===== src/rtl/store_lane_mux_if.sv =====
`default_nettype none
// +-----------------------------------------------------------------+
// | store_lane_mux_if : store request / lane-steered beat bundle    |
// | Revision 1.0                                                    |
// +-----------------------------------------------------------------+
interface store_lane_mux_if #(
  parameter int DATA_W = 32
);
  localparam int NB = DATA_W / 8;
  localparam int AW = $clog2(NB);

  logic              in_valid;
  logic              in_ready;
  logic [AW-1:0]     in_addr;
  logic [1:0]        in_size;
  logic [DATA_W-1:0] in_data;
  logic              out_valid;
  logic              out_ready;
  logic [DATA_W-1:0] out_data;
  logic [NB-1:0]     out_be;
  logic              out_err;

  modport slave (
    input  in_valid, in_addr, in_size, in_data, out_ready,
    output in_ready, out_valid, out_data, out_be, out_err
  );

  modport master (
    output in_valid, in_addr, in_size, in_data, out_ready,
    input  in_ready, out_valid, out_data, out_be, out_err
  );
endinterface
`default_nettype wire


===== src/rtl/store_lane_mux.sv =====
`default_nettype none
// +-----------------------------------------------------------------+
// | store_lane_mux : store-data lane replication and byte enables,  |
// | buffered behind a two-entry skid stage.      Revision 1.0       |
// +-----------------------------------------------------------------+
module store_lane_mux #(
  parameter int DATA_W     = 32,
  parameter bit BIG_ENDIAN = 1'b0
) (
  input  logic             clk,
  input  logic             rst,
  store_lane_mux_if.slave  bus
);
  localparam int NB = DATA_W / 8;

  localparam logic [1:0] ST_EMPTY = 2'd0;
  localparam logic [1:0] ST_ONE   = 2'd1;
  localparam logic [1:0] ST_FULL  = 2'd2;

  logic [3:0]        size_bytes;
  logic              illegal;
  logic              misaligned;
  logic [NB-1:0]     base_mask;
  logic [NB-1:0]     be_le;
  logic [NB-1:0]     be_lanes;
  logic [DATA_W-1:0] lane_data;
  logic [DATA_W-1:0] beat_data;
  logic [NB-1:0]     beat_be;
  logic              beat_err;

  always_comb begin
    size_bytes = 4'd1 << bus.in_size;
    illegal    = int'(size_bytes) > NB;
    misaligned = (4'(bus.in_addr) & (size_bytes - 4'd1)) != 4'd0;
    for (int i = 0; i < NB; i++) begin
      base_mask[i] = i < int'(size_bytes);
    end
    be_le = base_mask << bus.in_addr;
    // Lane i takes source byte (i mod S); S is a power of two so a mask suffices.
    for (int i = 0; i < NB; i++) begin
      lane_data[8*i +: 8] = bus.in_data[8*(i & (int'(size_bytes) - 1)) +: 8];
    end
  end

  generate
    if (BIG_ENDIAN) begin : g_big_endian
      always_comb begin
        for (int i = 0; i < NB; i++) begin
          be_lanes[i] = be_le[NB-1-i];
        end
      end
    end else begin : g_little_endian
      assign be_lanes = be_le;
    end
  endgenerate

  assign beat_err  = illegal | misaligned;
  assign beat_data = illegal ? bus.in_data : lane_data;
  assign beat_be   = beat_err ? '0 : be_lanes;

  logic [1:0]        state_q,    state_d;
  logic [DATA_W-1:0] out_data_q, out_data_d;
  logic [NB-1:0]     out_be_q,   out_be_d;
  logic              out_err_q,  out_err_d;
  logic [DATA_W-1:0] sk_data_q,  sk_data_d;
  logic [NB-1:0]     sk_be_q,    sk_be_d;
  logic              sk_err_q,   sk_err_d;
  logic              accept;
  logic              drain;

  // in_ready depends only on state, so backpressure never reaches the producer combinationally.
  assign bus.in_ready  = (state_q != ST_FULL);
  assign bus.out_valid = (state_q != ST_EMPTY);
  assign bus.out_data  = out_data_q;
  assign bus.out_be    = out_be_q;
  assign bus.out_err   = out_err_q;

  assign accept = bus.in_valid && (state_q != ST_FULL);
  assign drain  = bus.out_ready && (state_q != ST_EMPTY);

  always_comb begin
    state_d    = state_q;
    out_data_d = out_data_q;
    out_be_d   = out_be_q;
    out_err_d  = out_err_q;
    sk_data_d  = sk_data_q;
    sk_be_d    = sk_be_q;
    sk_err_d   = sk_err_q;
    case (state_q)
      ST_EMPTY: begin
        if (accept) begin
          out_data_d = beat_data;
          out_be_d   = beat_be;
          out_err_d  = beat_err;
          state_d    = ST_ONE;
        end
      end
      ST_ONE: begin
        if (accept && drain) begin
          out_data_d = beat_data;
          out_be_d   = beat_be;
          out_err_d  = beat_err;
        end else if (accept) begin
          sk_data_d = beat_data;
          sk_be_d   = beat_be;
          sk_err_d  = beat_err;
          state_d   = ST_FULL;
        end else if (drain) begin
          state_d = ST_EMPTY;
        end
      end
      ST_FULL: begin
        if (drain) begin
          out_data_d = sk_data_q;
          out_be_d   = sk_be_q;
          out_err_d  = sk_err_q;
          state_d    = ST_ONE;
        end
      end
      default: state_d = ST_EMPTY;
    endcase
  end

  always_ff @(posedge clk) begin
    if (rst) begin
      state_q    <= ST_EMPTY;
      out_data_q <= '0;
      out_be_q   <= '0;
      out_err_q  <= 1'b0;
      sk_data_q  <= '0;
      sk_be_q    <= '0;
      sk_err_q   <= 1'b0;
    end else begin
      state_q    <= state_d;
      out_data_q <= out_data_d;
      out_be_q   <= out_be_d;
      out_err_q  <= out_err_d;
      sk_data_q  <= sk_data_d;
      sk_be_q    <= sk_be_d;
      sk_err_q   <= sk_err_d;
    end
  end
endmodule
`default_nettype wire


===== src/flat_wrapper.sv =====
// flat-port wrapper written by rule: the top's interface ports become plain ports
module store_lane_mux_flat 
#(
  parameter int DATA_W     = 32,
  parameter bit BIG_ENDIAN = 1'b0
)
  (clk, rst, bus_in_valid, bus_in_addr, bus_in_size, bus_in_data, bus_out_ready, bus_in_ready, bus_out_valid, bus_out_data, bus_out_be, bus_out_err);
  store_lane_mux_if #(.DATA_W(DATA_W)) bus_i ();
  input  logic clk;
  input  logic rst;
  input wire logic [$bits(bus_i.in_valid)-1:0] bus_in_valid;
  input wire logic [$bits(bus_i.in_addr)-1:0] bus_in_addr;
  input wire logic [$bits(bus_i.in_size)-1:0] bus_in_size;
  input wire logic [$bits(bus_i.in_data)-1:0] bus_in_data;
  input wire logic [$bits(bus_i.out_ready)-1:0] bus_out_ready;
  output wire logic [$bits(bus_i.in_ready)-1:0] bus_in_ready;
  output wire logic [$bits(bus_i.out_valid)-1:0] bus_out_valid;
  output wire logic [$bits(bus_i.out_data)-1:0] bus_out_data;
  output wire logic [$bits(bus_i.out_be)-1:0] bus_out_be;
  output wire logic [$bits(bus_i.out_err)-1:0] bus_out_err;
  assign bus_i.in_valid = bus_in_valid;
  assign bus_i.in_addr = bus_in_addr;
  assign bus_i.in_size = bus_in_size;
  assign bus_i.in_data = bus_in_data;
  assign bus_i.out_ready = bus_out_ready;
  assign bus_in_ready = bus_i.in_ready;
  assign bus_out_valid = bus_i.out_valid;
  assign bus_out_data = bus_i.out_data;
  assign bus_out_be = bus_i.out_be;
  assign bus_out_err = bus_i.out_err;
  store_lane_mux #(.DATA_W(DATA_W), .BIG_ENDIAN(BIG_ENDIAN)) u_core (.clk(clk), .rst(rst), .bus(bus_i));
endmodule

===== config.mk =====
export PLATFORM = sky130hd
export DESIGN_NAME = store_lane_mux_flat
export DESIGN_NICKNAME = d
export VERILOG_FILES = /design/src/rtl/store_lane_mux_if.sv /design/src/rtl/store_lane_mux.sv /design/src/flat_wrapper.sv
export SDC_FILE = /design/constraint.sdc
export NUM_CORES = 1
export LEC_CHECK = 0
export CAP_MARGIN = 15
export CORE_MARGIN = 2
export CORE_UTILIZATION = 55
export CTS_CLUSTER_DIAMETER = 60
export DETAILED_ROUTE_END_ITERATION = 16
export GPL_TIMING_DRIVEN = 0
export HOLD_SLACK_MARGIN = 0.06
export PLACE_DENSITY = 0.85
export SETUP_SLACK_MARGIN = 0.05
export SLEW_MARGIN = 20
export SYNTH_ARGS = -nofsm -noshare
export SYNTH_HDL_FRONTEND = slang
export SYNTH_SLANG_ARGS = --single-unit

===== constraint.sdc =====
create_clock -name clk -period 4.4 [get_ports clk]
set_input_delay 0.44 -clock clk [delete_from_list [all_inputs] [get_ports clk]]
set_output_delay 0.44 -clock clk [all_outputs]
set_load 0.05 [all_outputs]

**Word-level counts from Yosys, hierarchy flattened**

Cells that the tools add are included.

- $lt $le $gt $ge: 5
- Eq/ne operators: 8
- Mux-type cells: 20
- $add $sub $neg: 2
- Bitwise gates (word level): 3
- Shift operators: 5
- Reductions and logical operators: 10

Operators by type and width:

| operator | count |
|---|---|
| two-way mux 32 bit | 4 |
| case mux 32 bit (3 select lines) | 1 |
| variable part select 32 x 6 -> 8 bit | 2 |
| variable part select 32 x 5 -> 8 bit | 1 |
| two-way mux 4 bit | 4 |
| case mux 4 bit (3 select lines) | 1 |
| two-way mux 2 bit | 5 |
| < comparator 1 x 4 -> 1 bit (first input constant) | 2 |
| < comparator 2 x 4 -> 1 bit (first input constant) | 2 |
| AND reduction 4 bit | 2 |
| inequality test 2 x 1 -> 1 bit (second input constant) | 3 |
| case mux 2 bit (3 select lines) | 1 |
| AND 2 x 4 -> 4 bit | 1 |
| greater-than comparator 4 x 3 -> 1 bit (second input constant) | 1 |
| inequality test 2 bit (second input constant) | 2 |
| nonzero test 4 bit | 1 |
| << shifter 1 x 2 -> 4 bit (first input constant) | 1 |
| << shifter 4 x 2 -> 4 bit | 1 |
| subtractor 4 x 1 -> 4 bit (second input constant) | 1 |
| logical AND 1 bit | 3 |
| two-way mux 1 bit | 3 |
| inequality test 3 x 1 -> 1 bit (second input constant) | 1 |
| case mux 1 bit (3 select lines) | 1 |
| AND reduction 3 bit | 1 |
| other kinds (8) | 8 |

- Logic and storage cells: 60
- Bits in registers: 76
- Bits of input ports: 40

**Depth between registers and ports, before layout**

- Word-level depth: 8
- Mapped depth: 11
- Depth with buffers taken out: 7

**Least setup slack after synthesis**

OpenSTA, ideal clock, no wires.

- Path type: input -> register
- Start: in bus_in_size[0]
- End: reg u_core.sk_data_q[26]
- Data arrival time: 2.176 ns
- Setup slack: 2.086 ns
- Library setup time: 0.138 ns
- Data required time: 4.262 ns
- Stages on the path: 11
- Cells stage by stage: buf_6 > nor2_4 > inv_2 > buf_2 > ha_1 > buf_2 > buf_4 > mux2i_1 > nor2_1 > a221oi_1 > a211oi_1

- Word-level cells in the longest chain between the ends: 4
- Elaborated cells on any way between the ends: 5
- Those cells by class: 1 x add/sub; 1 x order compare; 2 x shift; 1 x mux

RTL lines:

| element | line | RTL |
|---|---|---|
| start, declared | flat_wrapper.sv:13 | `input wire logic [$bits(bus_i.in_size)-1:0] bus_in_size;` |
| << shifter 1 x 2 -> 4 bit (*) | store_lane_mux.sv:32 | `size_bytes = 4'd1 << bus.in_size;` |
| subtractor 2 x 1 -> 2 bit | n/a |  |
| variable part select 32 x 6 -> 8 bit | store_lane_mux.sv:41 | `lane_data[8*i +: 8] = bus.in_data[8*(i & (int'(size_bytes) - 1)) +: 8];` |
| two-way mux 32 bit (*) | store_lane_mux.sv:58 | `assign beat_data = illegal ? bus.in_data : lane_data;` |
| end signal, assigned | store_lane_mux.sv:138 | `sk_data_q <= sk_data_d;` |
| end, declared | store_lane_mux.sv:65 | `logic [DATA_W-1:0] sk_data_q, sk_data_d;` |

Every way passes the cells marked *; elsewhere a longest branch is shown, timed or not.
A chain may end at the register's enable or synchronous reset.

**Worst setup path after layout**

- Start: in bus_in_size[1]
- End: reg u_core.out_data_q[26] (netlist: u_core.bus.out_data[26])

- Word-level cells in the longest chain between the ends: 6
- Elaborated cells on any way between the ends: 8
- Those cells by class: 1 x add/sub; 1 x order compare; 2 x shift; 4 x mux

RTL lines:

| element | line | RTL |
|---|---|---|
| << shifter 1 x 2 -> 4 bit (*) | store_lane_mux.sv:32 |  |
| subtractor 2 x 1 -> 2 bit | n/a |  |
| variable part select 32 x 6 -> 8 bit | store_lane_mux.sv:41 |  |
| two-way mux 32 bit (*) | store_lane_mux.sv:58 |  |
| two-way mux 32 bit, on equally long branches | store_lane_mux.sv:99, store_lane_mux.sv:91 |  |
| case mux 32 bit (3 select lines) (*) | store_lane_mux.sv:89 | `case (state_q)` |
| end signal, assigned | store_lane_mux.sv:135 | `out_data_q <= out_data_d;` |
| end, declared | store_lane_mux.sv:62 | `logic [DATA_W-1:0] out_data_q, out_data_d;` |

Every way passes the cells marked *; elsewhere a longest branch is shown, timed or not. The select of a mux whose other input is x is not followed.

==> run summary <==
Final Slew Violations: 0
DRC viols: 0
post-placement cell area: 4580 sq um
Worst R2R Start: u_core.state_q[0]
Crit Path Category: primary input to register
reg2reg end: u_core.sk_data_q[29]
hpwl dp: 8.42 mm
first-pass GRT wire length: 18.4 mm
IO Pins: 79
Clock Tree Buf Depth: 2
post-synth top area share: 40.8%
Root Driver: clkbuf_8
Crit path required time: 4.61 ns
clock buffer count from CTS: 9
max_slew headroom: 57.4%
Yosys cell types: 46
overall power: 1.91 mW
most used cell along the critical path: buf_2
Tcrit/Tclk final: 69.9%
htree depth: 3
most common flop cell mapped by yosys: dfxtp_1
largest net degree at the start of global routing: 14
TritonCTS Sinks: 76
Hold Path End: u_core.bus.out_data[12]
Cell Pwr Density: 395 nW/um^2
area leader, netlist: dfxtp_1
VDD IR max: 0.000187 V
Synth Cell Area: 3730 sq um
TritonCTS clock tree: done
max-capacitance violation count: 0
DR iter-0 viols: 454
slowest stage delay, CP: 0.56 ns
die height: 86.4 microns
setup bufs post-CTS: 0
reg2reg setup slack: 2.53 ns
GRT Overall Usage: 31.6%
CP cell instances: clkdlybuf4s50_1 -> nor2_4 -> inv_2 -> buf_2 -> ha_1 -> buf_2 -> nand2b_1 -> a21o_1 -> a221oi_1 -> a211oi_1
Cell Rows: 30
clk_lat worst skew: 0.35 ns
total number of yosys warnings: 0
worst-margin pin slew: 0.639 ns
port bufs: 75
Mapped Nets: 501
total core area: 6680 sq um
initial antenna violation count: 0
delay-heaviest family, CP: buffers and inverters
drt first pass iters: 6
register area share after synthesis: 40.8%
final-report setup violation count: 0
Tmin final: 3.08 ns
Final Util: 72.3%
most common cell after layout, fill and taps aside: nand2_1
area grow syn2layout: 29.5%
#FFs+latches synth: 76
routed vias/inst: 6.26
Clock Skew: 0.00635 ns
hold depth: 2
Post-synth EDFFs: 0
layout cell share with drive strength beyond 1: 10.5%
total wire length: 11.6 mm
CP arrival: 3.29 ns
TNS Setup: 0 ns
status: complete, no violations
CP max-delay cell: a221oi_1
Synth async-reset ratio: 0%
total die area: 7460 sq um
hold wc startpoint: u_core.bus.out_data[12]
post-route cell area: 4830 sq um
achievable clock frequency: 325 MHz
vias in the first global route: 3754
CP endpoint kind: register
hold_buf cts: 0
Worst R2R Path Depth: 6
Die Wd: 86.4 microns
Synth Instances: 460
WHS: 0.455 ns
CTS resizes: 0
CP Launch Type: primary input
syn avg cell area: 8.12 sq um
Final Hold Fails: 0
most frequent cells in the layout: 84 x nand2_1, 76 x dfxtp_1, 75 x clkdlybuf4s50_1
Final GP Congestion: 0.940
CP bufs+invs: 4
nets: 587
clk slew on worst S/H paths: 0.08 ns
worst-path fanout max: 10
largest cells by area after synthesis: dfxtp_1 41%, nand2_1 8.4%, nor2_1 7.0%
Routed WL per cell: 18.4 microns
gr ovfl total: 0
Final ANT Viol Nets: 0
RSZ-0062 raised after global routing: false
ant diodes: 0
Hold Crit Class: register to register
Starting Density: 55.9%
P_leak: 1.80 nW
vias: 3952
## worst max path at each step
stage / start / depth (start not counted) / slack (ns) / endpoint
2_1_floorplan: bus_in_size[0] / 11 / 2.09 / u_core.sk_data_q[26]
3_3_place_gp: bus_in_size[1] / 11 / 1.12 / u_core.sk_data_q[26]
3_5_place_dp: bus_in_size[1] / 11 / 1.05 / u_core.bus.out_data[26]
4_1_cts: bus_in_size[1] / 11 / 1.41 / u_core.bus.out_data[26]
5_1_grt: bus_in_size[1] / 11 / 1.24 / u_core.bus.out_data[26]
6_report: bus_in_size[1] / 10 / 1.32 / u_core.bus.out_data[26]
## power breakdown
| part | leakage [nW] | internal [mW] | switching, mW | total, mW |
|---|---|---|---|---|
| clock | 0.122 | 0.392 | 0.262 | 0.654 |
| combinational | 1.05 | 0.181 | 0.312 | 0.494 |
| sequential | 0.623 | 0.736 | 0.0253 | 0.761 |
| total | 1.80 | 1.31 | 0.600 | 1.91 |
## through the flow
stage                     setup slack [ns]  cells
after floorplan                       2.09    460
after CTS                             1.41    631
final                                 1.32    631
after global routing                  1.24    631
after global placement                1.12    615
after detailed placement              1.05    615
## cells in the mapped netlist (2+ instances only)
cell type  instances
inv_2              3
buf_6              4
inv_1              3
o21ai_0            3
a21o_1             2
dfxtp_1           76
a211oi_1          27
buf_4              6
buf_2             11
nand3b_1           5
o211ai_1           2
a21oi_1           46
a221oi_1           6
a311o_1            8
nor2b_1            3
a211o_1            9
mux2i_1           16
or2_2              9
a211oi_2           2
o21a_1             2
a311oi_1          17
o32ai_1            2
nand2b_1           6
nor2_1            70
clkbuf_1          18
nand2_1           84
## per-layer routing
metal  vias up  global-route usage (%)  routed length, microns
li1       1813                       -                       -
met1      1855                    39.4                    4650
met2       240                    52.4                    5550
met3        44                    7.24                     981
met4         0                    13.1                     433
met5         -                       0                       0
## final cells by class
class,instances,area (sq um)
multi-input cells,339,1980
fillers,538,1850
flip-flops and latches,76,1520
repair buffers,75,751
plain buffers,39,213
clock buffers,10,138
clock inverters,6,111
well taps,80,100
inverters,6,22.5
## sequential cells by signal, indices dropped and copies added (netlist names)
name / cells
u_core.sk_err_q: 1
u_core.bus.out_be: 4
u_core.state_q: 2
u_core.sk_data_q: 32
u_core.bus.out_data: 32
u_core.sk_be_q: 4
u_core.bus.out_err: 1
## worst min-delay path, delay by kind of cell, from the launching register on
kind | cells | cell delay, ns
AND/OR/NAND/NOR | 1 | 0.05
flip-flops | 1 | 0.31
AO/OA/AOI/OAI | 1 | 0.05
## cell families after synthesis
kind of cell,count (synthesis),share of synthesized area [%]
simple gates,186,21.5
compound gates,134,26.2
flops,76,40.8
buf+inv,45,6.30
mux,17,4.66
xor+xnor,1,0.235
fa+ha+maj,1,0.335
No activity file was read; power rests on OpenSTA's default activity.
